[config.mk]
export PLATFORM = sky130hd
export DESIGN_NAME = instr_encode_loader_flat
export DESIGN_NICKNAME = d
export VERILOG_FILES = /design/src/rtl/instr_encode_loader_if.sv /design/src/rtl/instr_encode_loader.sv /design/src/flat_wrapper.sv
export SDC_FILE = /design/constraint.sdc
export NUM_CORES = 1
export LEC_CHECK = 0
export BUFFER_PORTS_ARGS = -buffer_cell sky130_fd_sc_hd__buf_2
export CORE_MARGIN = 3
export CORE_UTILIZATION = 51
export CTS_BUF_LIST = sky130_fd_sc_hd__clkbuf_4 sky130_fd_sc_hd__clkbuf_8 sky130_fd_sc_hd__clkbuf_16
export CTS_CLUSTER_SIZE = 25
export DETAILED_ROUTE_END_ITERATION = 10
export HOLD_SLACK_MARGIN = 0.1
export PLACE_DENSITY = 0.87
export RECOVER_POWER = 100
export SLEW_MARGIN = 0
export SYNTH_ARGS = -nofsm -noshare
export SYNTH_HDL_FRONTEND = slang
export SYNTH_SLANG_ARGS = --single-unit
[constraint.sdc]
create_clock -name i_clk -period 3.9 [get_ports i_clk]
set_input_delay 0.78 -clock i_clk [delete_from_list [all_inputs] [get_ports i_clk]]
set_output_delay 0.78 -clock i_clk [all_outputs]
set_load 0.005 [all_outputs]
[src/rtl/instr_encode_loader_if.sv]
// Request bus between an instruction source (testbench or boot
// controller) and the encoder/loader.
interface instr_encode_loader_if;
   logic        req_valid;
   logic        req_ready;
   logic [2:0]  op_sel;
   logic [4:0]  rd;
   logic [4:0]  rs1;
   logic [4:0]  rs2;
   logic [12:0] imm;

   modport master (
      output req_valid, op_sel, rd, rs1, rs2, imm,
      input  req_ready
   );

   modport slave (
      input  req_valid, op_sel, rd, rs1, rs2, imm,
      output req_ready
   );
endinterface

[src/rtl/instr_encode_loader.sv]
// RV32I encoder and instruction-memory loader: turns symbolic requests
// (R-type, ADDI, LW, SW, BEQ) into 32-bit words and writes them to
// consecutive word addresses, one word every two cycles at best.
module instr_encode_loader #(
   parameter int          IMEM_DEPTH = 256,
   parameter logic [31:0] BASE_ADDR  = 32'h0000_0000
) (
   input  logic                        i_clk,
   input  logic                        i_rst,
   input  logic                        i_start,
   input  logic                        i_finish,
   instr_encode_loader_if.slave        req_if,
   output logic                        o_imem_we,
   output logic [31:0]                 o_imem_addr,
   output logic [31:0]                 o_imem_wdata,
   output logic [$clog2(IMEM_DEPTH):0] o_word_count,
   output logic                        o_busy,
   output logic                        o_done,
   output logic                        o_err,
   output logic [1:0]                  o_err_code
);
   localparam int            CW      = $clog2(IMEM_DEPTH) + 1;
   localparam logic [CW-1:0] DEPTH_C = CW'(IMEM_DEPTH);

   localparam logic [6:0] OPC_R    = 7'b0110011;
   localparam logic [6:0] OPC_ADDI = 7'b0010011;
   localparam logic [6:0] OPC_LW   = 7'b0000011;
   localparam logic [6:0] OPC_SW   = 7'b0100011;
   localparam logic [6:0] OPC_BEQ  = 7'b1100011;

   typedef enum logic [2:0] {S_IDLE, S_LOAD, S_WRITE, S_DONE, S_ERR} state_t;

   state_t          r_state;
   logic            r_imem_we;
   logic [31:0]     r_imem_addr;
   logic [31:0]     r_imem_wdata;
   logic [CW-1:0]   r_word_count;
   logic            r_busy;
   logic            r_done;
   logic            r_err;
   logic [1:0]      r_err_code;

   state_t          w_state_next;
   logic            w_imem_we_next;
   logic [31:0]     w_imem_addr_next;
   logic [31:0]     w_imem_wdata_next;
   logic [CW-1:0]   w_word_count_next;
   logic [1:0]      w_err_code_next;

   logic            w_req_ready;
   logic            w_accept;
   logic [31:0]     w_enc;
   logic            w_bad;
   logic [1:0]      w_bad_code;
   logic            w_imm_ovf;

   // Ready is the only combinational output: open for business only in
   // LOAD and only while there is room left (no wrap-around).
   assign w_req_ready      = (r_state == S_LOAD) && (r_word_count < DEPTH_C);
   assign w_accept         = w_req_ready && req_if.req_valid;
   assign req_if.req_ready = w_req_ready;

   // 12-bit immediates are carried in a 13-bit field; they fit only when
   // the top two bits agree.
   assign w_imm_ovf = req_if.imm[12] ^ req_if.imm[11];

   // Encode the request and flag immediates the instruction cannot hold.
   always_comb begin
      w_enc      = '0;
      w_bad      = 1'b0;
      w_bad_code = 2'b00;
      case (req_if.op_sel)
         3'd0: w_enc = {7'b0000000, req_if.rs2, req_if.rs1, 3'b000, req_if.rd, OPC_R};
         3'd1: w_enc = {7'b0100000, req_if.rs2, req_if.rs1, 3'b000, req_if.rd, OPC_R};
         3'd2: w_enc = {7'b0000000, req_if.rs2, req_if.rs1, 3'b111, req_if.rd, OPC_R};
         3'd3: w_enc = {7'b0000000, req_if.rs2, req_if.rs1, 3'b110, req_if.rd, OPC_R};
         3'd4: begin
            w_enc      = {req_if.imm[11:0], req_if.rs1, 3'b000, req_if.rd, OPC_ADDI};
            w_bad      = w_imm_ovf;
            w_bad_code = 2'b01;
         end
         3'd5: begin
            w_enc      = {req_if.imm[11:0], req_if.rs1, 3'b010, req_if.rd, OPC_LW};
            w_bad      = w_imm_ovf;
            w_bad_code = 2'b01;
         end
         3'd6: begin
            w_enc      = {req_if.imm[11:5], req_if.rs2, req_if.rs1, 3'b010,
                          req_if.imm[4:0], OPC_SW};
            w_bad      = w_imm_ovf;
            w_bad_code = 2'b01;
         end
         default: begin
            w_enc      = {req_if.imm[12], req_if.imm[10:5], req_if.rs2, req_if.rs1,
                          3'b000, req_if.imm[4:1], req_if.imm[11], OPC_BEQ};
            w_bad      = req_if.imm[0];
            w_bad_code = 2'b10;
         end
      endcase
   end

   // Next-state and next-output decode; registers hold unless a state says otherwise.
   always_comb begin
      w_state_next      = r_state;
      w_imem_we_next    = 1'b0;
      w_imem_addr_next  = r_imem_addr;
      w_imem_wdata_next = r_imem_wdata;
      w_word_count_next = r_word_count;
      w_err_code_next   = r_err_code;
      case (r_state)
         S_IDLE, S_DONE, S_ERR: begin
            if (i_start) begin
               w_state_next      = S_LOAD;
               w_word_count_next = '0;
               w_err_code_next   = 2'b00;
            end
         end
         S_LOAD: begin
            // A request beats a simultaneous finish; start is ignored here.
            if (w_accept) begin
               if (w_bad) begin
                  w_state_next    = S_ERR;
                  w_err_code_next = w_bad_code;
               end else begin
                  w_state_next      = S_WRITE;
                  w_imem_we_next    = 1'b1;
                  w_imem_addr_next  = BASE_ADDR + 32'({r_word_count, 2'b00});
                  w_imem_wdata_next = w_enc;
               end
            end else if (i_finish) begin
               w_state_next = S_DONE;
            end
         end
         S_WRITE: begin
            w_state_next      = S_LOAD;
            w_word_count_next = r_word_count + CW'(1);
         end
         default: w_state_next = S_IDLE;
      endcase
   end

   // State and registered outputs; status flags follow the next state so
   // done/err are mutually exclusive by construction.
   always_ff @(posedge i_clk) begin
      if (i_rst) begin
         r_state      <= S_IDLE;
         r_imem_we    <= 1'b0;
         r_imem_addr  <= '0;
         r_imem_wdata <= '0;
         r_word_count <= '0;
         r_busy       <= 1'b0;
         r_done       <= 1'b0;
         r_err        <= 1'b0;
         r_err_code   <= 2'b00;
      end else begin
         r_state      <= w_state_next;
         r_imem_we    <= w_imem_we_next;
         r_imem_addr  <= w_imem_addr_next;
         r_imem_wdata <= w_imem_wdata_next;
         r_word_count <= w_word_count_next;
         r_busy       <= (w_state_next == S_LOAD) || (w_state_next == S_WRITE);
         r_done       <= (w_state_next == S_DONE);
         r_err        <= (w_state_next == S_ERR);
         r_err_code   <= w_err_code_next;
      end
   end

   assign o_imem_we    = r_imem_we;
   assign o_imem_addr  = r_imem_addr;
   assign o_imem_wdata = r_imem_wdata;
   assign o_word_count = r_word_count;
   assign o_busy       = r_busy;
   assign o_done       = r_done;
   assign o_err        = r_err;
   assign o_err_code   = r_err_code;
endmodule

[src/flat_wrapper.sv]
// flat-port wrapper written by rule: the top's interface ports become plain ports
module instr_encode_loader_flat 
#(
   parameter int          IMEM_DEPTH = 256,
   parameter logic [31:0] BASE_ADDR  = 32'h0000_0000
)
  (i_clk, i_rst, i_start, i_finish, o_imem_we, o_imem_addr, o_imem_wdata, o_word_count, o_busy, o_done, o_err, o_err_code, req_if_req_valid, req_if_op_sel, req_if_rd, req_if_rs1, req_if_rs2, req_if_imm, req_if_req_ready);
  instr_encode_loader_if req_if_i ();
  input  logic i_clk;
  input  logic i_rst;
  input  logic i_start;
  input  logic i_finish;
  output logic o_imem_we;
  output logic [31:0] o_imem_addr;
  output logic [31:0] o_imem_wdata;
  output logic [$clog2(IMEM_DEPTH):0] o_word_count;
  output logic o_busy;
  output logic o_done;
  output logic o_err;
  output logic [1:0] o_err_code;
  input wire logic [$bits(req_if_i.req_valid)-1:0] req_if_req_valid;
  input wire logic [$bits(req_if_i.op_sel)-1:0] req_if_op_sel;
  input wire logic [$bits(req_if_i.rd)-1:0] req_if_rd;
  input wire logic [$bits(req_if_i.rs1)-1:0] req_if_rs1;
  input wire logic [$bits(req_if_i.rs2)-1:0] req_if_rs2;
  input wire logic [$bits(req_if_i.imm)-1:0] req_if_imm;
  output wire logic [$bits(req_if_i.req_ready)-1:0] req_if_req_ready;
  assign req_if_i.req_valid = req_if_req_valid;
  assign req_if_i.op_sel = req_if_op_sel;
  assign req_if_i.rd = req_if_rd;
  assign req_if_i.rs1 = req_if_rs1;
  assign req_if_i.rs2 = req_if_rs2;
  assign req_if_i.imm = req_if_imm;
  assign req_if_req_ready = req_if_i.req_ready;
  instr_encode_loader #(.IMEM_DEPTH(IMEM_DEPTH), .BASE_ADDR(BASE_ADDR)) u_core (.i_clk(i_clk), .i_rst(i_rst), .i_start(i_start), .i_finish(i_finish), .req_if(req_if_i), .o_imem_we(o_imem_we), .o_imem_addr(o_imem_addr), .o_imem_wdata(o_imem_wdata), .o_word_count(o_word_count), .o_busy(o_busy), .o_done(o_done), .o_err(o_err), .o_err_code(o_err_code));
endmodule
==> impl_metrics.yaml, run 1 <==
sta:
  rsz0062_at_grt: "no"
  finalSetupViolCount: 0
  max_freq_mhz: 349
  skew_ps: 17.5
  slew_headroom: -0.454
  slew_violations: 53
  worst_pin_slew_ps: 2180
  tns_ps: 0
  hold_slack_ps: 483
  min_period_ps: 2860
  hold_viol: 0
  period_share: 0.734
cts:
  clkSlewWorstSetupHoldPaths_ps: 110
  insertion_delay_ps: 320
  cts_max_level: 2
  clockBufferDepth: 2
  cts_resized: 0
  cts_tree: "built"
  root_buffer: "clkbuf_8"
  cts_sinks: 56
  cts_buffers: 5
  postCtsSetupBuffers: 0
  ctsHoldBuffers: 0
drt:
  final_antenna_net_count: 0
  drt_iter0_drc: 229
  wl_per_cell_um: 14.5
  dr_wl_met3_um: 539
  drcViolationCount: 0
  dr_total_vias: 2598
  routed_wl_um: 6730
  viasPerCell: 5.59
  dr.max_layer_used: "met4"
  first_pass_iters: 4
  wl_met2_um: 3270
  met1Wirelength_um: 2840
synth:
  synth_ff_type: "dfxtp_1"
  synthArstFlopShare: 0
  synth-seq-cells: 56
  avgSynthCellArea_um2: 8.45
  yosysSeqAreaShare: 0.407
  synth_cells: 326
  yosys-top-cells-area: "dfxtp_1, a21oi_1, buf_4, o21ai_0, nand3_1"
  synthDominantCellAreaShare: 0.407
  syn_area_um2: 2760
  synth_warnings: 0
  synthDistinctLibCells: 49
  synth_edf_count: 0
  yosysTopAreaCell: "dfxtp_1"
worst_setup_path:
  reg2reg_depth: 4
  path_class: "input port to flip-flop"
  crit_buf_inv: 1
  crit_slowest_cell: "nor2_1"
  r2r_setup_slack_ps: 1280
  path_depth: 5
  crit_chain: "clkbuf_1 -> nand3b_1 -> o211a_1 -> nor2_1 -> a211oi_1"
  startpoint: "req_if_op_sel[1]"
  cp-start-kind: "input port"
  crit_arrival_ps: 2960
  r2r-end: "u_core.o_imem_wdata[30]$_SDFFE_PP0P_"
  cpPeakStageDelay_ps: 780
  reg2reg_from: "u_core.r_state[0]$_SDFF_PP0_"
  crit_fanout: 26
  cp_top_family: "simple AND/OR/NAND/NOR gates"
  crit_required_ps: 4000
  critPathCaptureType: "flip-flop"
cells_and_area:
  final_util: 0.601
  area_growth_pct: 12.8
  fin_cells: 465
  antenna_cells: 0
  drive_above_1_share: 0.205
  nNetsFinal: 431
floorplanning:
  rows: 26
  core_um2: 5170
  die_w_um: 79.5
  die_area_um2: 6320
  io_pins: 116
  start_util: 0.533
  die_y_um: 79.5
worst_hold_path:
  holdPathEnd: "u_core.o_imem_wdata[29]$_SDFFE_PP0P_"
  hold_class: "flip-flop to flip-flop"
  whs_path_depth: 2
  hp-start: "u_core.o_imem_wdata[29]$_SDFFE_PP0P_"
pwr:
  p_leak_nw: 1.28
  p_total_mw: 1.10
  power_density_nw_per_um2: 353
  peakVddDrop_v: 0.000216
global_route:
  antenna_found_initial: 0
  grt_max_degree: 53
  grt_overflow: 0
  grt_pass1_vias: 2249
  gr-usage-all-layers: 0.209
  grt_pass1_wl_um: 10600
placed_design:
  hpwl_um: 4730
  io_buffers: 90
  place_congestion: 0.854
  dp.cells: 457
status:
  status: "complete, but fails checks"
  violations: "max-capacitance violations, max-slew violations"
flow_run:
  cap_violations: 1
==> logic make-up (layout without fill, tap and decap cells) <==
group           after synthesis  count (layout)  share of synthesized area
mux                           7               7                     0.0259
simple gates                 87              87                      0.181
other cells                   1              25                    0.00136
flops                        56              56                      0.407
buf+inv                      59             104                      0.130
xor+xnor                      2               2                    0.00636
fa+ha+maj                     1               1                    0.00454
compound gates              113             113                      0.243
==> area by class of cell <==
cell class	count	area (um^2)
Clock buffer	5	68.8
Clock inverter	3	26.3
Fill cell	497	2070
Inverter	5	18.8
Multi-Input combinational cell	235	1360
Sequential cell	56	1120
Tap cell	70	87.6
Timing Repair Buffer	91	427
==> stage by stage <==
stage	setup WS [ps]	area, um^2
after detailed placement	1080	3050
after global placement	1200	3050
final	1040	3110
after CTS	1400	3150
after floorplan	1790	2850
after global routing	843	3110
==> synth_stat cells, types with 2 or more instances <==
cell type and n:
inv_1 5, nor3_1 2, a311oi_1 4, dfxtp_1 56, buf_6 3, and2_1 3
or3_1 3, buf_4 29, nand2b_1 3, o211ai_1 3, buf_2 5, or3b_1 3
a211oi_1 7, o2111ai_1 4, nand2_1 14, or4_1 3, a21oi_1 53, nand4b_1 2
or3b_2 2, o21ai_0 32, nor2_1 11, nand3_1 21, xor2_1 2, buf_1 3
nor2b_1 3, and3_1 3, a41oi_1 2, nand4_1 6, mux2i_1 6, clkbuf_1 14
==> where the power goes <==
part           switching [mW]  internal, mW
clock                   0.202         0.131
sequential             0.0126         0.590
combinational           0.103        0.0577
==> layout by cell type, fill, tap and decap left out, types with 5 or more instances in the layout <==
| cell | count |
|---|---|
| nand2_1 | 14 |
| o21ai_0 | 32 |
| nand4_1 | 6 |
| clkbuf_1 | 23 |
| a21oi_1 | 53 |
| buf_2 | 64 |
| a211oi_1 | 7 |
| nand3_1 | 21 |
| conb_1 | 25 |
| dfxtp_1 | 56 |
| inv_1 | 5 |
| nor2_1 | 11 |
| clkbuf_8 | 5 |
| mux2i_1 | 6 |
==> how the worst max path moves through the flow <==
| stage | to | slack, ps |
|---|---|---|
| floorplan | u_core.o_imem_wdata[6]$_SDFFE_PP0P_ | 1790 |
| global placement | u_core.o_imem_wdata[8]$_SDFFE_PP0P_ | 1200 |
| detailed placement | u_core.o_imem_wdata[24]$_SDFFE_PP0P_ | 1080 |
| CTS | u_core.o_imem_wdata[9]$_SDFFE_PP0P_ | 1400 |
| global route | u_core.o_imem_addr[10]$_SDFFE_PP0P_ | 840 |
| finish | u_core.o_imem_wdata[30]$_SDFFE_PP0P_ | 1040 |
==> sequential cells by signal, summed over array words and instances, names as in the netlist <==
register,cells
u_core.o_imem_wdata,29
u_core.o_imem_addr,9
u_core.o_word_count,9
u_core.r_state,3
u_core.o_err_code,2
u_core.o_busy,1
u_core.o_done,1
u_core.o_err,1
u_core.o_imem_we,1
==> metal layers <==
| layer | track usage | vias up |
|---|---|---|
| met4 | 0.0670 | 0 |
| met5 | 0 | - |
| li1 | - | 1270 |
| met3 | 0.0485 | 11 |
| met1 | 0.276 | 1218 |
| met2 | 0.336 | 99 |
==> worst min-delay path, cell delays in order, from the launching register on <==
cell	delay, ps
dfxtp_1	320
o21ai_0	70
a21oi_1	60
Power figures use the tool's default switching activity.
==> run 2, diff against run 1 <==
- CORE_UTILIZATION: 51 -> 48
- PLACE_DENSITY: 0.87 -> 0.83
- clock period: 3.9 -> 3 ns (I/O delays scaled with it)
==> run 2 against run 1 <==
Effect of this change: wire length rose by 1.8%; critical path depth is the same; setup slack worse by 390 ps; critical endpoint is now u_core.o_imem_wdata[11]$_SDFFE_PP0P_; the run now ends clean; clock power rose by 32%; sequential share of layout area down 0.20 points; count of clock-buffer cells in the layout is 1 higher; global-route usage decreased by 0.075 points; register-to-register slack worse by 470 ps; core utilization shrank 1.5 points.
==> impl_metrics.yaml, run 2 (synthesis gave the netlist of run 1 again) <==
cts:
  clockBufferDepth: 2
  cts_tree: "built"
  cts_max_level: 2
  insertion_delay_ps: 310
  cts_resized: 0
  root_buffer: "clkbuf_8"
  cts_sinks: 56
  postCtsSetupBuffers: 0
  ctsHoldBuffers: 0
  clkSlewWorstSetupHoldPaths_ps: 100
  cts_buffers: 5
global_route:
  grt_util_met3: 0.0417
  grt-busiest-layer: "met2"
  met2_usage: 0.319
  grt_max_degree: 38
  grt_pass1_vias: 2342
  gr-usage-all-layers: 0.208
  antenna_found_initial: 0
  met1_usage: 0.298
  grt_overflow: 0
  grt_pass1_wl_um: 11000
worst_setup_path:
  crit_fanout: 26
  cp-start-kind: "input port"
  crit_buf_inv: 1
  critPathCaptureType: "flip-flop"
  cpPeakStageDelay_ps: 680
  crit_required_ps: 3150
  crit_slowest_cell: "nor2_1"
  cp_top_family: "simple AND/OR/NAND/NOR gates"
  crit_arrival_ps: 2500
  crit_chain: "clkbuf_1 -> nand3b_1 -> o211a_4 -> nor2_1 -> a311oi_1"
  path_class: "input port to flip-flop"
pwr:
  power_density_nw_per_um2: 459
  p_leak_nw: 1.28
  p_total_mw: 1.44
  peakVddDrop_v: 0.000187
cells_and_area:
  drive_above_1_share: 0.207
  final_util: 0.586
  multi_input_area_um2: 1360
  regArea_um2: 1120
  layout_common_cells: "buf_2, dfxtp_1, a21oi_1"
  nNetsFinal: 433
  antenna_cells: 0
  fill_cells: 535
  layout_commonest_cell: "buf_2"
  area_growth_pct: 13.4
  largest_reg_flops: 29
drt:
  viasPerCell: 5.65
  first_pass_iters: 5
  routed_wl_um: 6860
  final_antenna_net_count: 0
  dr_total_vias: 2640
  drt_iter0_drc: 180
  wl_per_cell_um: 14.7
  drcViolationCount: 0
sta:
  period_share: 0.784
  skew_ps: 9.01
  hold_viol: 0
  min_period_ps: 2350
  tns_ps: 0
  rsz0062_at_grt: "no"
  worst_pin_slew_ps: 834
  slew_headroom: 0.442
  max_freq_mhz: 425
  finalSetupViolCount: 0
  slew_violations: 0
floorplanning:
  die_area_um2: 6680
  start_util: 0.516
  die_w_um: 81.8
  io_pins: 116
  rows: 26
  core_um2: 5340
  die_y_um: 81.8
placed_design:
  place_congestion: 0.839
  hpwl_um: 4880
  io_buffers: 90
status:
  status: "finished, final reports clean"
flow_run:
  cap_violations: 0
worst_hold_path:
  hold_class: "flip-flop to flip-flop"
## run 2: final timing paths
check | from | endpoint | slack (ps) | cells past startpoint
setup reg to reg | u_core.r_state[0]$_SDFF_PP0_ | u_core.o_imem_wdata[4]$_SDFFE_PP0P_ | 810 | 4
hold reg to reg | u_core.o_imem_addr[10]$_SDFFE_PP0P_ | u_core.o_imem_addr[10]$_SDFFE_PP0P_ | 480 | 1
hold / removal | u_core.o_imem_addr[10]$_SDFFE_PP0P_ | u_core.o_imem_addr[10]$_SDFFE_PP0P_ | 480 | 1
setup / recovery | req_if_op_sel[1] | u_core.o_imem_wdata[11]$_SDFFE_PP0P_ | 650 | 5
## run 2: area by class of cell
type,instances,area share
Clock buffer,6,0.0264
Clock inverter,2,0.00441
Inverter,5,0.00601
Multi-Input combinational cell,235,0.436
Sequential cell,56,0.359
Tap cell,70,0.0280
Timing Repair Buffer,93,0.140
## run 2: report_power, final
group,internal (mW),total [mW],leakage [nW],switching [mW]
clock,0.189,0.439,0.0516,0.250
combinational,0.0762,0.213,0.774,0.136
sequential,0.767,0.783,0.454,0.0167
total,1.03,1.43,1.28,0.403
## run 2: metal layers
layer	up-vias	routed length (um)
met1	1227	2940
met5	-	0
met2	131	3170
met3	11	651
met4	0	87
li1	1271	-
## run 2: metrics by stage
stage	instance area (um^2)	std cells	hold WS [ps]	worst slack, ps
2_1_floorplan	2850	350	466	1070
3_3_place_gp	3070	459	462	696
3_5_place_dp	3070	459	467	623
4_1_cts	3160	467	486	864
5_1_grt	3120	467	512	441
6_report	3120	467	485	649
==> run 3, diff against run 2 <==
- ABC_AREA: unset -> 1
- CORE_UTILIZATION: 48 -> 43
- PLACE_DENSITY: 0.83 -> 0.79
- clock period: 3 -> 1.95 ns (I/O delays scaled with it)
==> run 3 against run 2 <==
Effect of this change: sequential share of layout area down 0.072 points; first-iteration DRC count shrank 33%; sequential power up 53%; critical path type is now flip-flop to flip-flop.
==> impl_metrics.yaml, run 3 <==
status:
  status: "finished, final reports clean"
worst_hold_path:
  hold_class: "input port to flip-flop"
pwr:
  peakVddDrop_v: 0.000381
  p_sw_frac: 0.283
  seq_power_share: 0.552
  p_leak_nw: 1.52
  intPower_mw: 1.56
  p_total_mw: 2.17
  p_sw_mw: 0.614
  power_density_nw_per_um2: 693
  clockPowerShare: 0.307
  pwr-share-comb: 0.141
placed_design:
  placed_area_um2: 3070
  io_buffers: 90
  place_congestion: 0.819
  hpwl_um: 4850
  pre_cts_ws_ps: 262
flow_run:
  cap_violations: 0
sta:
  hold_viol: 0
  rsz0062_at_grt: "no"
  period_share: 0.855
  skew_ps: 10.4
  min_period_ps: 1670
  worst_slack_ps: 283
  slew_headroom: 0.530
  slew_violations: 0
  tns_ps: 0
  worst_pin_slew_ps: 704
  max_freq_mhz: 600
  finalSetupViolCount: 0
synth:
  synth_common_cells: "nor2_1, dfxtp_1, nand2_1"
  yosysSeqAreaShare: 0.420
  syn_area_um2: 2670
  avgSynthCellArea_um2: 7.29
  synthMuxAreaShare: 0.00375
  synth-seq-cells: 56
  synth_cells: 366
  synth-xor-area-share: 0
  synth_edf_count: 0
  synth_top_family_by_area: "simple AND/OR/NAND/NOR gates"
  synthAdderAreaFrac: 0.00469
  synth_simple_gate_area_frac: 0.240
  synth_ff_type: "dfxtp_1"
  synth_warnings: 0
  yosysTopAreaCell: "dfxtp_1"
  synthDominantCellAreaShare: 0.420
  synth_compound_area_frac: 0.172
  synthArstFlopShare: 0
  yosys-top-cells-area: "dfxtp_1, nor2_1, nand2_1, o21ai_0, buf_4"
  yosysMostFrequentCell: "nor2_1"
  synthDistinctLibCells: 31
drt:
  wl_per_cell_um: 12.0
  viasPerCell: 4.84
  dr_total_vias: 2563
  routed_wl_um: 6380
  drt_iter0_drc: 120
  first_pass_iters: 4
  drcViolationCount: 0
  final_antenna_net_count: 0
worst_setup_path:
  critPathCaptureType: "flip-flop"
  cp-start-kind: "flip-flop"
  crit_required_ps: 2200
  crit_arrival_ps: 1920
  path_class: "flip-flop to flip-flop"
  crit_fanout: 9
cells_and_area:
  layout_commonest_cell: "buf_2"
  layout_common_cells: "buf_2, nor2_1, dfxtp_1"
  largest_reg_flops: 29
  antenna_cells: 0
  nNetsFinal: 491
  drive_above_1_share: 0.209
  area_growth_pct: 17.4
  fill_cells: 598
  fin_area_um2: 3130
floorplanning:
  io_pins: 116
  core_um2: 5960
  die_area_um2: 7190
  die_w_um: 84.8
  rows: 28
  start_util: 0.448
  die_y_um: 84.8
global_route:
  gr-usage-all-layers: 0.176
  grt_pass1_vias: 2275
  grt-busiest-layer: "met2"
  grt_pass1_wl_um: 10500
  met1_usage: 0.228
  antenna_found_initial: 0
  grt_overflow: 0
  grt_max_degree: 48
  met2_usage: 0.298
  grt_util_met3: 0.0422
cts:
  insertion_delay_ps: 310
  root_buffer: "clkbuf_8"
  cts_sinks: 56
  clockBufferDepth: 2
  cts_max_level: 2
  cts_tree: "built"
  cts_buffers: 5
  postCtsSetupBuffers: 0
  ctsHoldBuffers: 0
  clkSlewWorstSetupHoldPaths_ps: 110
  cts_resized: 0
run 3: cell types whose count changed after synthesis, sizes merged, moves of 7 or more:
cell | before | now
nor2 | 12 | 61
nand2 | 14 | 58
inv | 5 | 32
a21oi | 53 | 27
o21ai | 32 | 49
clkbuf | 14 | 5
a211oi | 7 | 0
run 3: critical path: stages, from the launching register on:
cell     delay (ps)
dfxtp_1         450
nor2_1          110
inv_1            60
o21ai_0         120
a21oi_1         580
nand2_1         110
a21oi_1         180
run 3: power by group through the flow:
stage | clock network [mW] | logic, mW | registers [mW]
detailed placement | 0 | 0.313 | 1.22
global route | 0.744 | 0.350 | 1.20
floorplan | 0 | 0.232 | 1.22
CTS | 0.692 | 0.315 | 1.20
global placement | 0 | 0.309 | 1.22
finish | 0.665 | 0.307 | 1.20
run 3: final cells by class:
type / instances / area [um^2] / area share
Timing Repair Buffer: 97 / 487 / 0.155
Sequential cell: 56 / 1120 / 0.358
Multi-Input combinational cell: 262 / 1210 / 0.386
Tap cell: 75 / 93.8 / 0.0300
Clock inverter: 3 / 27.5 / 0.00879
Clock buffer: 5 / 68.8 / 0.0220
Inverter: 32 / 123 / 0.0392
run 3: cell families (layout without fill, tap and decap cells):
| family | count (synthesis) | after routing |
|---|---|---|
| flops | 56 | 56 |
| fa+ha+maj | 1 | 1 |
| compound gates | 86 | 86 |
| mux | 1 | 1 |
| simple gates | 149 | 149 |
| buf+inv | 72 | 137 |
| other cells | 1 | 25 |
run 3: path summary, 6_finish.rpt:
check,from,end,slack [ps],cells after the start
min reg2reg,u_core.o_imem_addr[10]$_SDFFE_PP0P_,u_core.o_imem_addr[10]$_SDFFE_PP0P_,450,2
min,req_if_rs1[1],u_core.o_imem_wdata[16]$_SDFFE_PP0P_,300,3
max,u_core.r_state[1]$_SDFF_PP0_,u_core.o_word_count[8]$_SDFFE_PP0P_,280,6
max reg2reg,u_core.r_state[1]$_SDFF_PP0_,u_core.o_word_count[8]$_SDFFE_PP0P_,280,6
run 3: metal layers:
metal  up-vias  wire (um)
li1       1314          -
met1      1154       2800
met2        90       3050
met3         5        485
met4         0         48
met5         -          0
run 3: per-stage QoR:
stage	util	hold slack (ps)	instances
after floorplan	-	441	390
after global placement	0.516	438	522
after detailed placement	0.516	439	522
after CTS	0.532	295	530
after global routing	0.526	297	530
final	0.526	301	530
